--- src/rtl/regulator_ctrl.sv ---
// -----------------------------------------------------------------------------
// regulator_ctrl
//
// Sequencer and heater controller for the temperature regulator.
//   - Paces ADC conversions from a free-running sample tick.
//   - Runs a start/done handshake with the ADC, with a conversion timeout.
//   - Averages four consecutive samples into an 8-bit temperature.
//   - Compares the average with the setpoint using a hysteresis band.
//   - Drives the heater, allowing a change only after a minimum dwell.
//
// Parameters:
//   SAMPLE_DIV  clk cycles per sample tick (>= 8)
//   HYST        hysteresis band in temperature LSBs (0..15)
//   MIN_DWELL   minimum sample ticks between heater changes (1..65535)
//   TIMEOUT     clk cycles allowed waiting for adc_done before faulting (>= 2)
//
// Ports:
//   clk         system clock, all state on rising edge
//   clr         asynchronous active-low reset
//   en          enables starting new conversions
//   setpoint    target temperature, unsigned
//   adc_data    converted temperature, valid while adc_done = 1
//   adc_done    one-cycle conversion-complete pulse
//   adc_start   one-cycle conversion request (registered)
//   temp        last 4-sample average (registered)
//   temp_valid  one-cycle pulse when temp updates (registered)
//   heater      heater drive, 1 = on (registered)
//   fault       sticky conversion-timeout flag (registered)
// -----------------------------------------------------------------------------
module regulator_ctrl #(
   parameter int unsigned SAMPLE_DIV = 50000,
   parameter int unsigned HYST       = 2,
   parameter int unsigned MIN_DWELL  = 1000,
   parameter int unsigned TIMEOUT    = 4096
) (
   input  logic       clk,
   input  logic       clr,
   input  logic       en,
   input  logic [7:0] setpoint,
   input  logic [7:0] adc_data,
   input  logic       adc_done,
   output logic       adc_start,
   output logic [7:0] temp,
   output logic       temp_valid,
   output logic       heater,
   output logic       fault
);

   localparam int TICK_W = $clog2(SAMPLE_DIV);
   localparam int TO_W   = $clog2(TIMEOUT);

   localparam logic [TICK_W-1:0] TICK_LAST = TICK_W'(SAMPLE_DIV - 1);
   localparam logic [TO_W-1:0]   TO_LAST   = TO_W'(TIMEOUT - 1);
   localparam logic [15:0]       DWELL_MAX = 16'(MIN_DWELL);
   localparam logic [8:0]        HYST9     = 9'(HYST);

   typedef enum logic [2:0] {
      S_IDLE,
      S_START,
      S_WAIT,
      S_ACC,
      S_EVAL,
      S_FAULT
   } state_t;

   state_t            state;
   state_t            next_state;
   logic [TICK_W-1:0] tick_cnt;
   logic              tick;
   logic [TO_W-1:0]   to_cnt;
   logic [7:0]        sample;
   logic [9:0]        acc;
   logic [1:0]        idx;
   logic [15:0]       dwell;

   logic [7:0]        avg;
   logic              want_on;
   logic              want_off;
   logic              do_change;

   assign tick = (tick_cnt == TICK_LAST);

   // Heater decision. Both sides are widened to 9 bits so that avg + HYST and
   // setpoint + HYST cannot wrap near full scale.
   assign avg       = acc[9:2];
   assign want_on   = ({1'b0, avg} + HYST9) <= {1'b0, setpoint};
   assign want_off  = {1'b0, avg} >= ({1'b0, setpoint} + HYST9);
   assign do_change = (state == S_EVAL) && (dwell == DWELL_MAX) &&
                      ((want_on && !heater) || (want_off && heater));

   // ---------------------------------------------------------------------------
   // Next-state logic
   // ---------------------------------------------------------------------------
   always_comb begin
      // NOTE: every variable assigned here gets a default first, so no path
      // leaves it unassigned and no latch is inferred.
      next_state = state;
      case (state)
         S_IDLE:  if (tick && en) next_state = S_START;
         S_START: next_state = S_WAIT;
         S_WAIT: begin
            // A done arriving on the last allowed cycle still wins.
            if (adc_done)               next_state = S_ACC;
            else if (to_cnt == TO_LAST) next_state = S_FAULT;
         end
         S_ACC:   next_state = (idx == 2'd3) ? S_EVAL : S_IDLE;
         S_EVAL:  next_state = S_IDLE;
         S_FAULT: next_state = S_FAULT;
         default: next_state = S_IDLE;
      endcase
   end

   // ---------------------------------------------------------------------------
   // State register and free-running sample tick
   // ---------------------------------------------------------------------------
   always_ff @(posedge clk or negedge clr) begin
      if (!clr) begin
         state    <= S_IDLE;
         tick_cnt <= '0;
      end else begin
         // NOTE: clocked state uses non-blocking assignments so every register
         // samples the pre-edge values, independent of statement order.
         state    <= next_state;
         tick_cnt <= tick ? '0 : tick_cnt + 1'b1;
      end
   end

   // ---------------------------------------------------------------------------
   // Conversion datapath: timeout counter, sample capture, accumulator
   // ---------------------------------------------------------------------------
   always_ff @(posedge clk or negedge clr) begin
      if (!clr) begin
         to_cnt <= '0;
         sample <= '0;
         acc    <= '0;
         idx    <= '0;
      end else begin
         case (state)
            S_START: to_cnt <= '0;
            S_WAIT: begin
               if (adc_done)               sample <= adc_data;
               else if (to_cnt != TO_LAST) to_cnt <= to_cnt + 1'b1;
            end
            S_ACC: begin
               acc <= acc + {2'b00, sample};
               idx <= idx + 2'd1;
            end
            S_EVAL: begin
               acc <= '0;
               idx <= '0;
            end
            default: ;
         endcase
      end
   end

   // ---------------------------------------------------------------------------
   // Registered outputs and heater dwell timer
   // ---------------------------------------------------------------------------
   always_ff @(posedge clk or negedge clr) begin
      if (!clr) begin
         adc_start  <= 1'b0;
         temp       <= '0;
         temp_valid <= 1'b0;
         heater     <= 1'b0;
         fault      <= 1'b0;
         // Starts saturated so the first decision after reset may act at once.
         dwell      <= DWELL_MAX;
      end else begin
         adc_start  <= (next_state == S_START);
         temp_valid <= (state == S_EVAL);

         if (state == S_EVAL) temp <= avg;

         // Entering FAULT forces the heater off in the same cycle fault rises;
         // FAULT only leaves on clr, so both stay put from then on.
         if (next_state == S_FAULT) begin
            heater <= 1'b0;
            fault  <= 1'b1;
         end else if (do_change) begin
            heater <= ~heater;
         end

         if (do_change)                      dwell <= '0;
         else if (tick && dwell != DWELL_MAX) dwell <= dwell + 16'd1;
      end
   end

endmodule
--- config.mk ---
export PLATFORM = sky130hd
export DESIGN_NAME = regulator_ctrl
export DESIGN_NICKNAME = d
export VERILOG_FILES = /design/src/rtl/regulator_ctrl.sv
export SDC_FILE = /design/constraint.sdc
export NUM_CORES = 1
export LEC_CHECK = 0
export ABC_AREA = 0
export BUFFER_PORTS_ARGS = -buffer_cell sky130_fd_sc_hd__buf_2
export CELL_PAD_IN_SITES_DETAIL_PLACEMENT = 0
export CELL_PAD_IN_SITES_GLOBAL_PLACEMENT = 2
export CORE_ASPECT_RATIO = 0.9
export CORE_UTILIZATION = 42
export DETAILED_ROUTE_END_ITERATION = 10
export GPL_ROUTABILITY_DRIVEN = 0
export HOLD_SLACK_MARGIN = 0.15
export PLACE_DENSITY_LB_ADDON = 0.2
export RECOVER_POWER = 100
export SETUP_SLACK_MARGIN = 0.5
export SLEW_MARGIN = 20
export SYNTH_ARGS = -nofsm -noshare
export SYNTH_HDL_FRONTEND = slang
export SYNTH_SLANG_ARGS = --single-unit
--- constraint.sdc ---
create_clock -name clk -period 4.3 [get_ports clk]
set_clock_uncertainty 0.1 [all_clocks]
set_input_delay 0 -clock clk [delete_from_list [all_inputs] [get_ports clk]]
set_output_delay 0 -clock clk [all_outputs]
set_load 0.1 [all_outputs]
==> impl_summary.md <==
Outcome
The flow ran to the end, but the final reports show violations. The checks that failed: max-capacitance violations, max-slew violations.

Worst setup path
Data arrives at the worst endpoint at 3150 ps. In this run the critical register-to-register path is launched from dwell[9]. STA puts the critical path data required time at 4380 ps. The category of the most critical setup path is reg2reg. The critical path starts at dwell[9].

The kind of launch point of the worst setup path is a flop. The maximum fanout count along the critical path is 11. The worst setup path is captured at a flop.

Layout
The count of inserted antenna diode cells is 0. The post-synthesis to final-layout area growth is 14.57%. For this run, the post-layout net count is 552. The final instance area is 0.005186 mm^2. Fill cells in the final layout number 976. The utilization after layout is 49.97%. The proportion of layout cells with a drive suffix above 1 is 10.87%.

Yosys
The number of synthesis warnings is 0. In the synthesized netlist the async set-or-reset flop fraction comes to 100.0%. The cell with the most instances after synthesis is dfrtp_1. The synthesized netlist occupies a cell area of 0.004527 mm^2. The flip-flop and latch count after synthesis is 79. The number of enable flip-flop cells after synthesis is 0. When the netlist entered floorplanning its net count stood at 508. The count of distinct cell types in the synthesized netlist is 56. Ranked by total cell area, the synthesized netlist is headed by dfrtp_1 (40%), ha_1 (8.3%), xnor2_1 (4.8%). The portion of the post-synthesis area used by sequential elements is 43.84%. Counting instances in the post-synthesis netlist gives the leading cell types as dfrtp_1 (73), nand2_1 (42), nor2_1 (42), ha_1 (30). The cell taking the most area after synthesis is dfrtp_1. The top cell type by area accounts for 40.35% of the synthesized area.

The top flip-flop cell by instance count after synthesis is dfrtp_1. The average size of a mapped cell is 9.906 um^2. The cell count after synthesis came out at 457.

Global route
The first-pass GRT wire length is 16230 um. The initial antenna violation count came to 0. The number of global-route vias before repair came to 3437.

Global routing used 18.28% of the available tracks across all layers. After global routing the overflow that remains totals 0. The maximum number of pins on one net before global-route repair is 80.

Clock network
Counting along the longest clock path gives a buffer depth of 2. The TritonCTS sink count is 79. After clock tree synthesis, the setup repair step added 0 buffers. The clock latency of the later-clocked register in the worst-skew pair is 330 ps. The H-tree was split into 3 levels. The cell sitting at the root of the clock tree is a clkbuf_16. The clock transition at the registers of the reported paths is 60 ps. The CTS tree is built. In this run, CTS created clock tree buffers numbering 9.

Timing
Dividing the final minimum period by the clock period gives 71.52%. Summed over all failing endpoints, the final setup total negative slack is 0 ps. Measured against its own limit, the worst slew margin works out to -30.79%. Setup repair after global routing left no endpoint under its margin. Based on the critical path, the design can be clocked at up to 325.2 MHz. The slew at the pin with the worst max-slew slack is 1962 ps.

The count of pins over their slew limit is 80. For the finished layout, the period the worst path requires is 3075 ps. Across all setup checks in the final design, the least slack found is 1225 ps. The count of final setup violators is 0. The count of final hold-check violations is 0.

Placement
The detailed-placement wirelength estimate is 6504 um. The area of placed instances is 0.004793 mm^2. The total of buffers placed on input and output ports is 31. The pre-CTS setup slack is 1586 ps.

Die
The count of boundary I/O pins is 32. Once the floorplan was initialized, standard cells occupied 43.62% of the core. The floorplan step set the die height to 100.5 um. The die area is 0.01120 mm^2. The core region is 0.01038 mm^2.

The width of the chip is 111.4 um. Row generation in the floorplan step produced 35 rows.

Flow run
The max-cap violation count is 1.

Routing
The routed length per placed instance is 14.49 um. The total via count in the routed design is 3408. Dividing the detail-routed via count by the number of cells gives 5.367.

The number of search-and-repair iterations in the first detailed-routing pass is 4. The number of design rule violations left after detail routing is 0. After the first detailed-routing iteration, the DRC count stood at 123.

Once detail routing completed, the nets flagged for antenna violations numbered 0. The routed design has 9203 um of wire.

Power and ir drop
The worst-case IR drop observed on VDD is 0.0001547 V. For this design the ratio of total power to cell area is 304.2 mW/mm^2. The total power consumption of the routed design is 1.578 mW. The analysis attributes to cell leakage a power of 2.419 nW.

Worst hold path
The path class of the lowest-slack min-delay path is in2reg. The startpoint identified for the worst hold timing path is setpoint[7].
routing by layer:
metal  share of wire (%)  global-route usage (%)  up-vias
met2                  47                   30.91       43
met1                  49                   23.66     1638
met5                   0                       0        -
li1                    -                       -     1719
met4                0.99                   5.717        0
met3                 2.5                   3.848        8
cell usage in the layout (no fill, tap or decap), drive strengths merged, types with 3 or more instances in the layout:
cell,count
a31oi,4
and4,7
clkbuf,26
xnor2,25
mux2,8
dfstp,6
a21oi,11
a22o,4
xor2,24
o21ai,22
dlygate4sd3,13
dfrtp,73
and2,3
buf,18
or4b,3
nor3,10
a211oi,5
ha,30
inv,23
nand4,12
nand3,26
nand2,42
nor2,42
and3,15
nor4,6
nand3b,5
nand2b,5
o211ai,4
where the power goes:
part	switching [mW]	leakage [nW]	internal, mW
combinational	0.0321	1.22	0.0244
sequential	0.000502	1.04	0.745
clock	0.281	0.156	0.495
sequential cells by signal, summed over array words and instances, names as in the netlist:
name	flops
sample	8
adc_start	1
fault	1
temp	8
tick_cnt	16
state	3
idx	2
to_cnt	12
heater	1
dwell	16
acc	10
temp_valid	1
repair_timing:
| action | CTS | global route |
|---|---|---|
| endpoints found under the setup margin | 0 | 0 |
| resized for setup | 0 | 0 |
| endpoints found under the hold margin | 87 | 0 |
| hold buffers | 13 | 0 |
per-stage QoR:
| step | hold slack (ps) | std cells |
|---|---|---|
| after floorplan | -395.6 | 457 |
| after global placement | 105.3 | 606 |
| after detailed placement | 109.6 | 606 |
| after CTS | 151.0 | 635 |
| after global routing | 320.7 | 635 |
| final | 261.0 | 635 |
final timing paths:
path	to	cells past startpoint	slack, ps
setup / recovery	dwell[0]	5	1220
hold / removal	dwell[7]	4	260
setup reg to reg	dwell[0]	5	1220
hold reg to reg	tick_cnt[0]	1	360
max in group asynchronous	heater	2	2270
min in group asynchronous	to_cnt[2]	2	630
critical path, cell delays in order, from the launching register on:
cell and delay, ps:
dfstp_1 570, or4b_1 510, nor4_4 650, nand3_2 130
o32ai_1 850, nor2_1 110
cell families (layout without fill, tap and decap cells):
kind of cell    after synthesis  in the layout  synth area share [%]
simple gates                186            186                 21.70
flops                        79             79                 43.84
fa+ha+maj                    31             31                 8.734
xor+xnor                     49             49                 9.480
mux                           8              8                 1.990
buf+inv                      34             83                 3.068
compound gates               70             70                 11.19
area by class of cell:
| cell class | instances | area (um^2) | share of cell area [%] |
|---|---|---|---|
| Inverter | 23 | 86.33 | 1.665 |
| Clock inverter | 3 | 40.04 | 0.7720 |
| Clock buffer | 13 | 270.3 | 5.211 |
| Tap cell | 129 | 161.4 | 3.112 |
| Sequential cell | 79 | 1984 | 38.26 |
| Multi-Input combinational cell | 344 | 2374 | 45.77 |
| Timing Repair Buffer | 44 | 270.3 | 5.211 |
Power figures use the tool's default switching activity.
